### src/rtl/fifo_pkg.sv
// Shared types and helpers for the single-clock parametrised FIFO.
package fifo_pkg;

  // Status flags derived from the registered read/write pointers.
  typedef struct packed {
    logic full;
    logic empty;
    logic afull;
    logic aempty;
  } fifo_status_t;

  // Pointer width: address bits plus one wrap bit.
  function automatic int ptr_w(input int depth);
    return $clog2(depth) + 1;
  endfunction

endpackage

### src/rtl/fifo_regfile.sv
// Storage for fifo_sync_param: depth x dw entries, one write port and one
// registered read port. Entries are never cleared; only the output register
// has a reset value.
module fifo_regfile #(
  parameter int DW    = 4,
  parameter int DEPTH = 8,
  parameter int AW    = 3
) (
  input  logic          clk,
  input  logic          reset,
  input  logic          we,
  input  logic [AW-1:0] waddr,
  input  logic [DW-1:0] wdata,
  input  logic          re,
  input  logic [AW-1:0] raddr,
  output logic [DW-1:0] rdata
);

  logic [DW-1:0] mem_q [DEPTH];
  logic [DW-1:0] rdata_q;

  // Write port: store the incoming word at the write address.
  always_ff @(posedge clk) begin
    if (we) begin
      mem_q[waddr] <= wdata;
    end
  end

  // Read port: capture the addressed word on a read, otherwise hold.
  always_ff @(posedge clk) begin
    if (reset) begin
      rdata_q <= '0;
    end else if (re) begin
      rdata_q <= mem_q[raddr];
    end
  end

  assign rdata = rdata_q;

endmodule

### src/rtl/fifo_sync_param.sv
// Single-clock FIFO with power-of-2 depth, SIMD-packed words, occupancy
// count, programmable almost-full/almost-empty flags and a read-valid strobe.
// Optional macro FIFO_ERR_EN adds sticky overflow/underflow outputs.
//
// Handshake: a write is taken when wr=1 and o_full=0; a read is taken when
// rd=1 and o_empty=0. A taken read presents its word on out with o_valid=1
// exactly one cycle later; a request that is not taken has no effect other
// than the optional sticky error flags. Reads never bypass writes.
module fifo_sync_param
  import fifo_pkg::*;
#(
  parameter int bw     = 4,
  parameter int simd   = 1,
  parameter int depth  = 8,
  parameter int af_lvl = 6,
  parameter int ae_lvl = 2
) (
  input  logic                        clk,
  input  logic                        reset,
  input  logic [simd*bw-1:0]          in,
  input  logic                        wr,
  input  logic                        rd,
  output logic [simd*bw-1:0]          out,
  output logic                        o_valid,
  output logic                        o_full,
  output logic                        o_empty,
  output logic                        o_afull,
  output logic                        o_aempty,
  output logic [$clog2(depth):0]      o_count
`ifdef FIFO_ERR_EN
  ,
  output logic                        o_ovf,
  output logic                        o_udf
`endif
);

  localparam int DW = simd * bw;
  localparam int PW = ptr_w(depth);
  localparam int AW = PW - 1;
  localparam logic [PW-1:0] PTR_ONE = PW'(1);
  localparam logic [PW-1:0] AF_LVL  = PW'(af_lvl);
  localparam logic [PW-1:0] AE_LVL  = PW'(ae_lvl);

  // Reject configurations the pointer scheme cannot represent.
  if (depth < 2 || (depth & (depth - 1)) != 0) begin : g_bad_depth
    $error("fifo_sync_param: depth must be a power of 2 and at least 2");
  end
  if (af_lvl <= 0 || af_lvl > depth) begin : g_bad_af
    $error("fifo_sync_param: af_lvl must satisfy 0 < af_lvl <= depth");
  end
  if (ae_lvl < 0 || ae_lvl >= depth) begin : g_bad_ae
    $error("fifo_sync_param: ae_lvl must satisfy 0 <= ae_lvl < depth");
  end

  logic [PW-1:0] wr_ptr_q, wr_ptr_d;
  logic [PW-1:0] rd_ptr_q, rd_ptr_d;
  logic          valid_q,  valid_d;
  logic [PW-1:0] count;
  logic          wr_acc, rd_acc;
  fifo_status_t  status;

  // Occupancy wraps modulo 2*depth along with the pointers.
  assign count = wr_ptr_q - rd_ptr_q;

  // Status flags from the registered pointers only.
  always_comb begin
    status        = '0;
    status.empty  = (wr_ptr_q == rd_ptr_q);
    status.full   = (wr_ptr_q[AW-1:0] == rd_ptr_q[AW-1:0]) &&
                    (wr_ptr_q[AW] != rd_ptr_q[AW]);
    status.afull  = (count >= AF_LVL);
    status.aempty = (count <= AE_LVL);
  end

  assign wr_acc = wr & ~status.full;
  assign rd_acc = rd & ~status.empty;

  // Next-state pointers and read-valid strobe.
  always_comb begin
    wr_ptr_d = wr_ptr_q;
    rd_ptr_d = rd_ptr_q;
    valid_d  = rd_acc;
    if (wr_acc) begin
      wr_ptr_d = wr_ptr_q + PTR_ONE;
    end
    if (rd_acc) begin
      rd_ptr_d = rd_ptr_q + PTR_ONE;
    end
  end

  // Pointer and strobe registers; reset discards all contents.
  always_ff @(posedge clk) begin
    if (reset) begin
      wr_ptr_q <= '0;
      rd_ptr_q <= '0;
      valid_q  <= 1'b0;
    end else begin
      wr_ptr_q <= wr_ptr_d;
      rd_ptr_q <= rd_ptr_d;
      valid_q  <= valid_d;
    end
  end

  fifo_regfile #(
    .DW    (DW),
    .DEPTH (depth),
    .AW    (AW)
  ) u_regfile (
    .clk   (clk),
    .reset (reset),
    .we    (wr_acc & ~reset),
    .waddr (wr_ptr_q[AW-1:0]),
    .wdata (in),
    .re    (rd_acc & ~reset),
    .raddr (rd_ptr_q[AW-1:0]),
    .rdata (out)
  );

  assign o_valid  = valid_q;
  assign o_full   = status.full;
  assign o_empty  = status.empty;
  assign o_afull  = status.afull;
  assign o_aempty = status.aempty;
  assign o_count  = count;

`ifdef FIFO_ERR_EN
  logic ovf_q, ovf_d;
  logic udf_q, udf_d;

  // Sticky error flags: set on a refused request, cleared only by reset.
  always_comb begin
    ovf_d = ovf_q | (wr & status.full);
    udf_d = udf_q | (rd & status.empty);
  end

  // Error flag registers.
  always_ff @(posedge clk) begin
    if (reset) begin
      ovf_q <= 1'b0;
      udf_q <= 1'b0;
    end else begin
      ovf_q <= ovf_d;
      udf_q <= udf_d;
    end
  end

  assign o_ovf = ovf_q;
  assign o_udf = udf_q;
`endif

endmodule

### config.mk
export PLATFORM = sky130hd
export DESIGN_NAME = fifo_sync_param
export DESIGN_NICKNAME = d
export VERILOG_FILES = /design/src/rtl/fifo_pkg.sv /design/src/rtl/fifo_regfile.sv /design/src/rtl/fifo_sync_param.sv
export SDC_FILE = /design/constraint.sdc
export NUM_CORES = 1
export LEC_CHECK = 0
export CAP_MARGIN = 0
export CORE_MARGIN = 8
export CORE_UTILIZATION = 55
export CTS_BUF_LIST = sky130_fd_sc_hd__clkbuf_16
export CTS_CLUSTER_DIAMETER = 120
export CTS_CLUSTER_SIZE = 24
export DETAILED_ROUTE_END_ITERATION = 7
export PLACE_DENSITY_LB_ADDON = 0.2
export SYNTH_ARGS = -nofsm -noshare
export SYNTH_HDL_FRONTEND = slang
export SYNTH_SLANG_ARGS = --single-unit
### constraint.sdc
create_clock -name clk -period 3 [get_ports clk]
set_clock_uncertainty 0.1 [all_clocks]
set_input_delay 0.6 -clock clk [delete_from_list [all_inputs] [get_ports clk]]
set_output_delay 0.6 -clock clk [all_outputs]
set_load 0.01 [all_outputs]
# == Word level (Yosys, flattened, before mapping) ==
# Memories as Yosys holds them, arrays and structs flattened. A register that Yosys moved wholly into a read port is not among the register bits.
# Index checks and enable logic that the tools add are counted.
# word_totals
mem_count,1
reg_bits,9
mem_bits_rw,32
word_cells,22
out_inout_bits,13
# memory_table
memory,depth,width,rd,rd_clocked_by_memory_dff,wr,line,text
u_regfile.mem_q,8,4,1,1,1,fifo_regfile.sv:19,logic [DW-1:0] mem_q [DEPTH];
# op_classes
n_reduce_logical,1
bitwise,7
order_cmp,2
n_addsub,3
mux,2
eq_ne,3
# op_table
op,count
4-bit by 1-bit adder with 4-bit output (second input constant),2
1-bit AND,4
4-bit == test,1
4-bit by 3-bit >= comparator with 1-bit output (second input constant),1
4-bit by 2-bit <= comparator with 1-bit output (second input constant),1
4-bit subtractor,1
3-bit == test,1
1-bit inverter,3
1-bit two-way mux,2
1-bit logical AND,1
1-bit != test,1

# == Logic depth before layout (Yosys ltp) ==
# logic_depth
word_depth,7
depth_mapped,8
ltp_nobuf,6

# == By module ==
# A second synthesis with hierarchy kept.
# unflattened
hier_cells,153
area_unflattened_um2,2072.0
# modules_own_cells
mod,n_inst,area_each_um2,cells_per_inst
fifo_regfile,1,1430.1,80
fifo_sync_param,1,641.9,73

# == Worst setup path after synthesis ==
# OpenSTA, ideal clock, no wires.
# synth_timing
path_kind,register to register
from,register rd_ptr_q[2]
to,memory u_regfile.mem_q[5][0] (enable)
arrival_time_ps,2000
setup_slack_ps,571
required_time_ps,2571
stages_incl_launch_ff,8
setup_ps,329
cell_sequence,dfxtp_1 clkbuf_1 inv_1 ha_1 nand3_1 o21ai_2 or3b_4 nor2_1
# synth_between
elab_chain_cells,7
# synth_rtl
item,line,text
from (decl),fifo_sync_param.sv:56,"logic [PW-1:0] rd_ptr_q, rd_ptr_d;"
from (signal assigned),fifo_sync_param.sv:99,rd_ptr_q <= rd_ptr_d;
3-bit == test,fifo_sync_param.sv:69,status.full = (wr_ptr_q[AW-1:0] == rd_ptr_q[AW-1:0]) &&
1-bit logical AND,fifo_sync_param.sv:69,
1-bit inverter,fifo_sync_param.sv:75,assign wr_acc = wr & ~status.full;
1-bit AND,fifo_sync_param.sv:75,
1-bit AND,fifo_sync_param.sv:111,".we (wr_acc & ~reset),"
1-bit two-way mux,fifo_regfile.sv:24,if (we) begin
1-bit two-way mux (implied by the code),fifo_regfile.sv:25,mem_q[waddr] <= wdata;
to (decl),fifo_regfile.sv:19,
# No other way between the ends.

# == Final worst setup path ==
# layout_timing
from,register wr_ptr_q[0]
to,output o_count[2]
# layout_between
elab_chain_cells,1
# layout_rtl
item,line,text
from (decl),fifo_sync_param.sv:55,"logic [PW-1:0] wr_ptr_q, wr_ptr_d;"
from (signal assigned),fifo_sync_param.sv:98,wr_ptr_q <= wr_ptr_d;
4-bit subtractor,fifo_sync_param.sv:63,assign count = wr_ptr_q - rd_ptr_q;
to (decl),fifo_sync_param.sv:29,output logic [$clog2(depth):0] o_count
# No other way between the ends.

==> results.md <==
- WHS Endpoint: u_regfile.rdata[2]$_SDFFE_PP0P_
- Area Overhead vs Synth: 21.3%
- CTS tree: built
- Initial Util: 0.580
- Worst slew pin tran: ~470 ps
- Worst-path fanout max: 7
- LEAKAGE: ~0.83 nW
- Status: completed
- Worst relative slew slack: 0.683
- Seq. cell area: 1230 µm²
- Core Rows: 21
- Post-synth net total: 150
- Synth warn: 0
- Die Area: around 5700 µm²
- TritonCTS Buffers: 5
- Wire length on met3: ~180 µm
- Largest net degree at the start of global routing: 16
- Reg2reg setup slack: about 520 ps
- Port Buffers: 20
- First-pass DRT Iterations: 4
- RSZ-0062 raised after global routing: no
- Root Buffer: clkbuf_16
- Setup bufs post-CTS: 0
- First-pass GRT wire length: roughly 6.0 mm
- Layout cells sized above 1: 0.184
- CP Launch Type: flop
- Fin Setup TNS: 0 ps
- Die width: about 76 µm
- Via count: ~1.2k
- Die Y-Extent: about 76 µm
- Post-synthesis sequential area ratio: 0.622
- Max Fclk: 351 MHz
- Clk_lat worst skew: around 280 ps
- Vias in the first global route: around 1.2k
- Vias/cell: around 5.5
- Worst flop-to-flop path endpoint: u_regfile.mem_q[7][3]$_DFFE_PP_
- Routed wl met2: 1.92 mm
- Iter 0 DRT Violations: 48
- WS Path Type: reg -> out
- GPL Wtd Cong: between 0.8 and 0.9
- Crit path arrival time: roughly 2200 ps
- Post-DRT Antenna Nets: 0
- Initial antenna violation count: 0
- Diode count: 0
- Critical path cell sequence: inv_1 -> ha_1 -> fa_1 -> xnor2_2 -> clkdlybuf4s50_1
- Max-cap viol count: 0
- Power per cell area: between 600 and 700 nW/µm²
- Setup violators final: 0
- Reg2Reg Depth: 6
- H-tree levels: 2
- Synth Register Bits: between 40 and 50
- GR Overflow Total: 0
- WL final: 3.66 mm
- Clock Sinks: between 40 and 50
- Total global-route track usage: 0.148
- Core area: ~3400 µm²
- DR top layer: met4
- Worst vdd ir: approximately 0.52 mV
- Clock transition at path regs: 60 ps
- Number of nets in the layout: roughly 180
- DP Wirelength: 2.71 mm
- R2r startpoint: rd_ptr_q[2]$_SDFFE_PP0N_
- Slowest cell on crit path: clkdlybuf4s50_1
- Max-slew violations: 0
- Area of placed instances: ~2200 µm²
- Finished layout cell area: 2380 µm²
- Multi-input logic area: roughly 690 µm²
- Filler Cell Count: around 230
- CTS Buffer Depth: 2
- Critical Path Sink Type: output port
- Final Critical Period: roughly 2800 ps
- Hold path startpoint: u_regfile.rdata[2]$_SDFFE_PP0P_
- Detailed-route wire length per cell: 17.5 µm
- CP max stage delay: ~590 ps
- Depth of the worst hold-timing path: 2
- Syn Inst Count: between 100 and 150
- # DRC: 0
- Fin crit share: 0.949
- Final hold violations: 0
- HP Class: reg -> reg
- Yosys cell types: 30
- Syn avg cell area: 14.4 µm²
- Met1 Wirelength: 1.53 mm
- I/O Pins: 21
- Synthesized area: about 2000 µm²
- CP Data Required Time: between 2000 and 2500 ps
- Final Power: about 1.6 mW
-- registers in the layout, indices dropped and copies added (netlist names) --
name / flops
u_regfile.mem_q: 32
wr_ptr_q: 4
rd_ptr_q: 4
o_valid: 1
u_regfile.rdata: 4
-- logic make-up (layout without fill, tap and decap cells) --
group,count (synthesis),in the layout,synth area share
buffers and inverters,12,39,0.0287
xor gates and xnor gates,9,9,0.0440
muxes,14,14,0.122
and+or+nand+nor,35,35,0.0879
adders and majority gates,6,6,0.0420
DFF,45,45,0.622
AOI/OAI and AO/OA,15,15,0.0535
-- cell usage after synthesis, drive strengths merged --
cell type	number	area (µm²)
a211oi	4	30.0
a21oi	2	10.0
and3	3	18.8
buf	3	22.5
clkbuf	2	7.51
dfxtp	13	260
edfxtp	32	961
fa	1	20.0
ha	5	62.6
inv	7	26.3
mux2i	6	60.1
mux4	8	180
nand2	4	15.0
nand3	1	5.00
nor2	21	78.8
nor2b	2	12.5
nor3	2	20.0
o211ai	4	30.0
o21a	2	16.3
o21ai	3	18.8
or3	1	11.3
or3b	1	11.3
xnor2	5	43.8
xor2	4	42.6
-- worst max-delay path by stage --
stage	cells after the start	to	startpoint	slack, ps
3_3_place_gp	7	o_aempty	wr_ptr_q[0]$_SDFFE_PP0P_	240
6_report	5	o_count[2]	wr_ptr_q[0]$_SDFFE_PP0P_	150
2_1_floorplan	7	u_regfile.mem_q[5][0]$_DFFE_PP_	rd_ptr_q[2]$_SDFFE_PP0N_	570
4_1_cts	7	o_afull	wr_ptr_q[0]$_SDFFE_PP0P_	8
3_5_place_dp	7	o_aempty	wr_ptr_q[0]$_SDFFE_PP0P_	150
5_1_grt	7	o_count[3]	rd_ptr_q[1]$_SDFFE_PP0N_	50
-- report_power, final --
| part | internal (mW) | switching (mW) | leakage (nW) | total, mW |
|---|---|---|---|---|
| clock network | 0.307 | 0.211 | 0.0621 | 0.519 |
| logic | 0.194 | 0.186 | 0.376 | 0.380 |
| registers | 0.695 | 0.0201 | 0.396 | 0.715 |
-- critical path, delay by kind of cell (launching register included) --
| family | cells | cell delay, ps |
|---|---|---|
| xor+xnor | 1 | 190 |
| flops | 1 | 380 |
| fa+ha+maj | 2 | 620 |
| buf+inv | 2 | 670 |
-- timing repair --
| item | CTS | global route |
|---|---|---|
| resized for setup | 4 | 3 |
| hold buffers | 0 | 0 |
| setup endpoints to repair | 3 | 2 |
-- final cells by class --
cell class	instances	share of cell area
timing repair buffer	24	0.0971
tap	46	0.0241
multi-input combinational	79	0.291
clock inverter	3	0.00945
inverter	7	0.0110
clock buffer	5	0.0525
sequential	45	0.514
-- cell usage in the layout (no fill, tap or decap), drive strengths merged, types with 4 or more instances in the layout --
cell type and count:
clkbuf 5, a211oi 4, clkdlybuf4s50 18, mux2i 6, xor2 4, mux4 8
buf 4, nor2 21, inv 7, edfxtp 32, dfxtp 13, ha 5
o211ai 4, nand2 4, xnor2 5
-- metrics by stage --
step / cells / hold slack [ps] / util / setup slack [ps]
2_1_floorplan: 136 / 415 / - / 571
3_3_place_gp: 201 / 388 / 0.656 / 240
3_5_place_dp: 201 / 399 / 0.656 / 149
4_1_cts: 209 / 407 / 0.700 / 7.75
5_1_grt: 209 / 445 / 0.703 / 51.5
6_report: 209 / 399 / 0.703 / 152
-- metal layers --
metal | vias up | track usage
met1 | 575 | 0.180
li1 | 551 | -
met4 | 0 | 0.0469
met5 | - | 0
met2 | 25 | 0.245
met3 | 4 | 0.0434
(Power assumes the default switching activity.)
